## config.mk

```make
export PLATFORM = sky130hd
export DESIGN_NAME = sad_operand_loader
export DESIGN_NICKNAME = d
export VERILOG_FILES = /design/src/rtl/sad_operand_loader.sv
export SDC_FILE = /design/constraint.sdc
export NUM_CORES = 1
export LEC_CHECK = 0
export ABC_CLOCK_PERIOD_IN_PS = 1900
export CAP_MARGIN = 20
export CORE_ASPECT_RATIO = 2
export CORE_UTILIZATION = 35
export CTS_CLUSTER_DIAMETER = 80
export DETAILED_ROUTE_END_ITERATION = 8
export PLACE_DENSITY_LB_ADDON = 0.15
export SETUP_SLACK_MARGIN = 0.4
export SLEW_MARGIN = 25
export SYNTH_ARGS = -nofsm -noshare
export SYNTH_HDL_FRONTEND = slang
export SYNTH_SLANG_ARGS = --single-unit
```

## constraint.sdc

```tcl
create_clock -name Clk -period 1.9 [get_ports Clk]
set_clock_uncertainty 0.2 [all_clocks]
set_input_delay 0.475 -clock Clk [delete_from_list [all_inputs] [get_ports Clk]]
set_output_delay 0.475 -clock Clk [all_outputs]
set_load 0.02 [all_outputs]
```

## src/rtl/sad_operand_loader.sv

```systemverilog
// Byte-stream loader for the SAD_128 operand SRAMs: even bytes go to memory A,
// odd bytes to memory B, then Go is pulsed and the loader waits for Sad_Done.
module sad_operand_loader #(
  parameter int A_WIDTH = 15,
  parameter int D_WIDTH = 8,
  parameter int WORDS   = 32768
) (
  input  logic               Clk,
  input  logic               Rst,
  input  logic               Load,
  input  logic [D_WIDTH-1:0] In_Data,
  input  logic               In_Valid,
  output logic               In_Ready,
  output logic [A_WIDTH-1:0] A_Addr,
  output logic [D_WIDTH-1:0] A_Di,
  output logic [A_WIDTH-1:0] B_Addr,
  output logic [D_WIDTH-1:0] B_Di,
  output logic               I_RW,
  output logic               I_En,
  output logic               Go,
  input  logic               Sad_Done,
  output logic               Busy
);

  typedef enum logic [2:0] {
    IDLE   = 3'd0,
    RECV_A = 3'd1,
    RECV_B = 3'd2,
    WRITE  = 3'd3,
    START  = 3'd4,
    WAIT   = 3'd5
  } state_t;

  localparam logic [A_WIDTH-1:0] LAST_ADDR = A_WIDTH'(WORDS - 1);

  state_t             state;
  state_t             state_nxt;
  logic [A_WIDTH-1:0] cnt;
  logic [D_WIDTH-1:0] a_reg;
  logic               hs;

  assign hs = In_Valid & In_Ready;

  always_ff @(posedge Clk) begin
    if (Rst) state <= IDLE;
    else     state <= state_nxt;
  end

  always_comb begin
    state_nxt = state;
    case (state)
      IDLE:    if (Load) state_nxt = RECV_A;
      RECV_A:  if (hs) state_nxt = RECV_B;
      RECV_B:  if (hs) state_nxt = WRITE;
      WRITE:   state_nxt = (cnt == LAST_ADDR) ? START : RECV_A;
      START:   state_nxt = WAIT;
      WAIT:    if (Sad_Done) state_nxt = IDLE;
      default: state_nxt = IDLE;
    endcase
  end

  always_comb begin
    In_Ready = 1'b0;
    I_En     = 1'b0;
    I_RW     = 1'b0;
    Go       = 1'b0;
    Busy     = 1'b0;
    case (state)
      RECV_A, RECV_B: begin
        In_Ready = 1'b1;
        Busy     = 1'b1;
      end
      WRITE: begin
        I_En = 1'b1;
        I_RW = 1'b1;
        Busy = 1'b1;
      end
      START: begin
        Go   = 1'b1;
        Busy = 1'b1;
      end
      WAIT:    Busy = 1'b1;
      default: ;
    endcase
  end

  // Address/data outputs are loaded on the B handshake so they are already
  // valid during WRITE and then hold until the next pair.
  always_ff @(posedge Clk) begin
    if (Rst) begin
      cnt    <= '0;
      a_reg  <= '0;
      A_Addr <= '0;
      B_Addr <= '0;
      A_Di   <= '0;
      B_Di   <= '0;
    end else begin
      case (state)
        IDLE:   if (Load) cnt <= '0;
        RECV_A: if (hs) a_reg <= In_Data;
        RECV_B: if (hs) begin
          A_Addr <= cnt;
          B_Addr <= cnt;
          A_Di   <= a_reg;
          B_Di   <= In_Data;
        end
        WRITE:  if (cnt != LAST_ADDR) cnt <= cnt + 1'b1;
        default: ;
      endcase
    end
  end

endmodule

```

### After elaboration in Yosys (flattened, before gate mapping)

Cells that the tools add are included.

| operators by class | value |
|---|---|
| bitwise logic cells | 1 |
| multiplexer cells | 13 |
| div/mod/pow operators | 0 |
| shift-type cells | 0 |
| multiply operators | 0 |
| reduce and logical (&&, ||, !) cells | 8 |
| $lt $le $gt $ge | 0 |
| equality and inequality tests | 12 |
| add/subtract/negate cells | 1 |

Operators with widths:

| cell | count |
|---|---|
| 15-bit two-way mux | 2 |
| 15-bit one-hot mux with 2 select lines | 1 |
| 3-bit one-hot mux with 6 select lines | 1 |
| 15-bit by 1-bit adder with 15-bit output (second input constant) | 1 |
| 15-bit equality test (second input constant) | 1 |
| 3-bit two-way mux | 5 |
| 15-bit inequality test (second input constant) | 1 |
| 2-bit inequality test (second input constant) | 5 |
| 3-bit by 2-bit equality test with 1-bit output (second input constant) | 2 |
| 3-bit equality test (second input constant) | 2 |
| 5-bit OR reduction | 1 |
| 1-bit two-way mux | 4 |
| 2-bit AND reduction | 2 |
| 4-bit AND reduction | 1 |
| 3-bit by 1-bit equality test with 1-bit output (second input constant) | 1 |
| 3-bit zero test | 1 |
| 3-bit AND reduction | 1 |
| 2-bit nonzero test | 1 |
| 2-bit OR reduction | 1 |
| 1-bit bitwise AND | 1 |

| word-level totals | value |
|---|---|
| bits in writable memories | 0 |
| memories kept | 0 |
| flip-flop bits (word level) | 57 |
| bits in read-only memories | 0 |
| latch bits | 0 |
| bits of input ports | 13 |
| logic and storage cells | 41 |

### Longest topological paths before layout

| logic depth | value |
|---|---|
| depth after elaboration | 6 |
| mapped depth | 7 |

### Worst setup path before layout

OpenSTA, ideal clock, no wires.

| timing | value |
|---|---|
| path kind | register to register |
| start | reg cnt[0] |
| end | reg cnt[8] |
| slack | -0.049 ns |
| library setup time | 0.072 ns |
| arrival | 1.677 ns |
| cell stages (with the launch flop) | 7 |
| data required time | 1.628 ns |
| period minus slack after synthesis | 1.949 ns |
| buffers on the path | 1 |
| path through | dfxtp_1 ha_1 and3_1 and4_4 buf_6 a2111oi_2 mux2i_1 |

| on the way | value |
|---|---|
| longest elaborated chain between the ends | 3 |
| elaborated cells between the ends (all ways) | 6 |
| those cells by class | 1 x add/sub; 2 x eq/ne; 2 x mux; 1 x reduce/logical |

Ends and longest elaborated chain:

| item | RTL line | RTL |
|---|---|---|
| start, declared | 38 | `logic [A_WIDTH-1:0] cnt;` |
| start signal, assigned | 107 | `WRITE: if (cnt != LAST_ADDR) cnt <= cnt + 1'b1;` |
| 15-bit by 1-bit adder with 15-bit output or 15-bit inequality test (tied branches) | 107 |  |
| 15-bit two-way mux or 2-bit inequality test (tied branches) | n/a |  |
| 15-bit one-hot mux with 2 select lines or 3-bit AND reduction (tied branches) | n/a |  |

Parallel ways exist; a longest one is shown, timed or not. The select of a mux whose other input is x is not followed.
A chain may end at the register's enable or synchronous reset.

### Worst setup path in the final report

| timing | value |
|---|---|
| start | reg state[0] |
| end | reg cnt[10] |

| on the way | value |
|---|---|
| longest elaborated chain between the ends | 3 |
| elaborated cells between the ends (all ways) | 7 |
| those cells by class | 3 x eq/ne; 1 x mux; 3 x reduce/logical |

Ends and longest elaborated chain:

| item | RTL line | RTL |
|---|---|---|
| start, declared | 36 | `state_t state;` |
| start signal, assigned | 46 | `else state <= state_nxt;` |
| 3-bit by 2-bit equality test with 1-bit output or 3-bit zero test (tied branches) | 98 | `case (state)` |
| 2-bit inequality test (no line) or 2-bit nonzero test (tied branches) | n/a |  |
| 3-bit AND reduction (no line) | n/a |  |

Parallel ways exist; a longest one is shown, timed or not.

==> metrics.md <==
| Metric | Value |
|---|---|
| First-pass GRT wire length | `12300 um` |
| Hold slack final | `249 ps` |
| Setup WS pre-CTS | `-521 ps` |
| Leak pwr | `1.95 nW` |
| Detailed-route via count | `2664` |
| Worst-case hold path end point | `A_Di[6]` |
| Initial DRT Pass Iterations | `5` |
| HP Class | `flop to flop` |
| Dpl hpwl | `4990 um` |
| Final Setup Violations | `0` |
| Fin cells | `517` |
| Total Wirelength | `8170 um` |
| Die X-Extent | `63.5 um` |
| GRT Util Overall | `20.2%` |
| Worst Reg-to-Reg Cells | `5` |
| Synthesized Nets | `333` |
| Maximum VDD drop | `0.716 mV` |
| Pwr dens | `707 nW/um^2` |
| Setup tns final | `0 ps` |
| Ant diodes | `0` |
| Commonest cells after routing, fill and taps aside | `nand2_1, buf_4, buf_6` |
| Average via count per standard cell | `5.15` |
| CP endpoint kind | `flop` |
| Ys Warns | `0` |
| CTS sink cnt | `57` |
| 1st-iter DRT viols | `87` |
| Post-synthesis mux area share | `4.16%` |
| Synth Area in Compound Gates | `16.1%` |
| Die area | `7930 um^2` |
| Clock Latency Late Sink | `330 ps` |
| Post-Synth Simple-Gate Area | `25.4%` |
| Post-synthesis xor/xnor area fraction | `0%` |
| Net count, final | `434` |
| Ys async rst share | `0%` |
| Fin. Hold Viols | `0` |
| Detail Route Antenna Nets | `0` |
| Placed insts | `479` |
| Slew Limit Fails | `0` |
| Flops & latches, synth | `57` |
| Gr ovfl total | `0` |
| RSZ-0062 raised after global routing | `yes` |
| FMAX | `547 MHz` |
| Status | `complete, no violations` |
| Core area | `7270 um^2` |
| Clock buffer depth | `2` |
| Largest family of logic cells by synthesized area | `simple AND/OR/NAND/NOR gates` |
| CTS tree | `yes` |
| Vias in the first global route | `2533` |
| Max Cap Viol | `0` |
| GPL Wtd Cong | `0.796` |
| Synth-to-layout area growth | `77.1%` |
| Clock slew at the register clock pins of the worst setup and hold paths | `50 ps` |
| Largest net degree at the start of global routing | `56` |
| Worst reg2reg startpoint | `state[0]` |
| Mean area per synthesized cell | `8.29 um^2` |
| CTS root buf | `clkbuf_16` |
| Crit share post-route | `96.2%` |
| Post-Synth Adder-Cell Area | `0.473%` |
| Port bufs | `63` |
| Initial antenna violation count | `0` |
| Min cycle time layout | `1830 ps` |
| Critical Path RT | `1950 ps` |
| Hold path startpoint | `a_reg[6]` |
| Crit Path Class | `flop to flop` |
| Crit start category | `flop` |
| DR WL/cell | `15.8 um` |
| Mapped Cells | `319` |
| Primary FF master, synth | `dfxtp_1` |
| Register area share after synthesis | `43.1%` |
| Max-slew headroom | `75.7%` |
| Yosys cell types | `48` |
| Final WS setup | `72.5 ps` |
| Reg-to-reg slack, setup | `70 ps` |
| Mapped cell area | `2650 um^2` |
| CTS Hold Bufs | `0` |
| Crit-path max FO | `8` |
| Worst Tran Pin Value | `365 ps` |
| FF-to-FF End | `cnt[10]` |
| Layout cells sized above 1 | `62.4%` |
| Number of remaining DRC errors | `0` |
| Commonest non-fill, non-tap cell in the layout | `nand2_1` |
| I/O Pins | `64` |
| Total CTS buffers | `9` |
| Htree depth | `3` |
| Post-synth EDFFs | `0` |
| Starting Density | `36.4%` |
| Hold path depth | `2` |
| Largest regs | `B_Addr x15, cnt x15` |
| WP data arrival | `1880 ps` |
| Die height | `125 um` |
| Cell Rows | `44` |
-- cells by family (layout without fill, tap and decap cells) --
logic type | after synthesis | after routing
AND/OR/NAND/NOR | 138 | 140
flip-flops | 57 | 57
AO/OA/AOI/OAI | 67 | 67
buffers and inverters | 45 | 149
adder cells (fa/ha/maj) | 1 | 1
multiplexers | 11 | 11
-- worst max-delay path by stage --
stage / endpoint / start / cells after the start
floorplan: cnt[8] / cnt[0] / 6
global route: cnt[10] / state[0] / 5
global placement: cnt[3] / Load / 6
finish: cnt[10] / state[0] / 5
CTS: In_Ready / state[1] / 3
detailed placement: cnt[13] / Load / 5
-- where the power goes --
part / internal [W] / switching, W / total (W) / leakage, nW
combinational: 0.000187 / 0.000192 / 0.000379 / 1.32
clock: 0.00113 / 0.000582 / 0.00171 / 0.149
sequential: 0.00120 / 0.0000209 / 0.00122 / 0.481
-- per-layer routing --
metal	up-vias	track usage (%)	share of wire (%)
met5	-	0	0
met3	34	5.02	3.2
met1	1265	19.7	35
met2	83	37.9	57
met4	0	9.76	4.6
li1	1282	-	-
-- timing repair --
action	4_1_cts	5_1_grt
gates cloned	2	3
buffers inserted	8	9
endpoints found under the setup margin	107	94
resized for setup	307	137
pin swaps	12	54
-- metrics by stage --
stage	instance area, um^2	utilization, %	power, W
3_5_place_dp	3590	49.4	0.00152
2_1_floorplan	2770	-	0.00141
5_1_grt	4680	64.5	0.00342
3_3_place_gp	3590	49.4	0.00152
4_1_cts	4090	56.3	0.00326
6_report	4680	64.5	0.00331
-- worst max-delay path: stages (launching register included) --
cell and delay [ps]:
dfxtp_4 380, buf_6 140, nor4b_4 340, nor2_4 110, or4_1 430, a21boi_1 160
-- synthesized netlist by cell type (2+ instances only) --
cell | number | area share, %
nand2_1 | 94 | 13
dfxtp_1 | 57 | 43
a21oi_1 | 43 | 8.1
buf_4 | 16 | 4.5
mux2i_1 | 11 | 4.2
clkbuf_1 | 9 | 1.3
a211oi_1 | 7 | 2.0
inv_1 | 7 | 0.99
or3_1 | 7 | 1.7
buf_2 | 5 | 0.95
buf_6 | 5 | 2.1
nand2b_1 | 4 | 0.95
nand3_1 | 4 | 0.76
nor2_1 | 4 | 0.57
and3_1 | 3 | 0.71
nor3_1 | 3 | 0.57
a2111oi_1 | 2 | 0.76
buf_1 | 2 | 0.28
nand4_1 | 2 | 0.47
nand4_2 | 2 | 0.95
nor4_1 | 2 | 0.47
o22ai_1 | 2 | 0.47
o31ai_1 | 2 | 0.57
or3_2 | 2 | 0.57
-- area by class of cell --
| cell class | count | area, um^2 |
|---|---|---|
| clock inverters | 5 | 61.3 |
| flip-flops and latches | 57 | 1210 |
| clock buffers | 11 | 264 |
| fillers | 638 | 2580 |
| inverters | 7 | 26.3 |
| repair buffers | 126 | 1250 |
| well taps | 92 | 115 |
| multi-input cells | 219 | 1760 |
(Power assumes the default switching activity.)
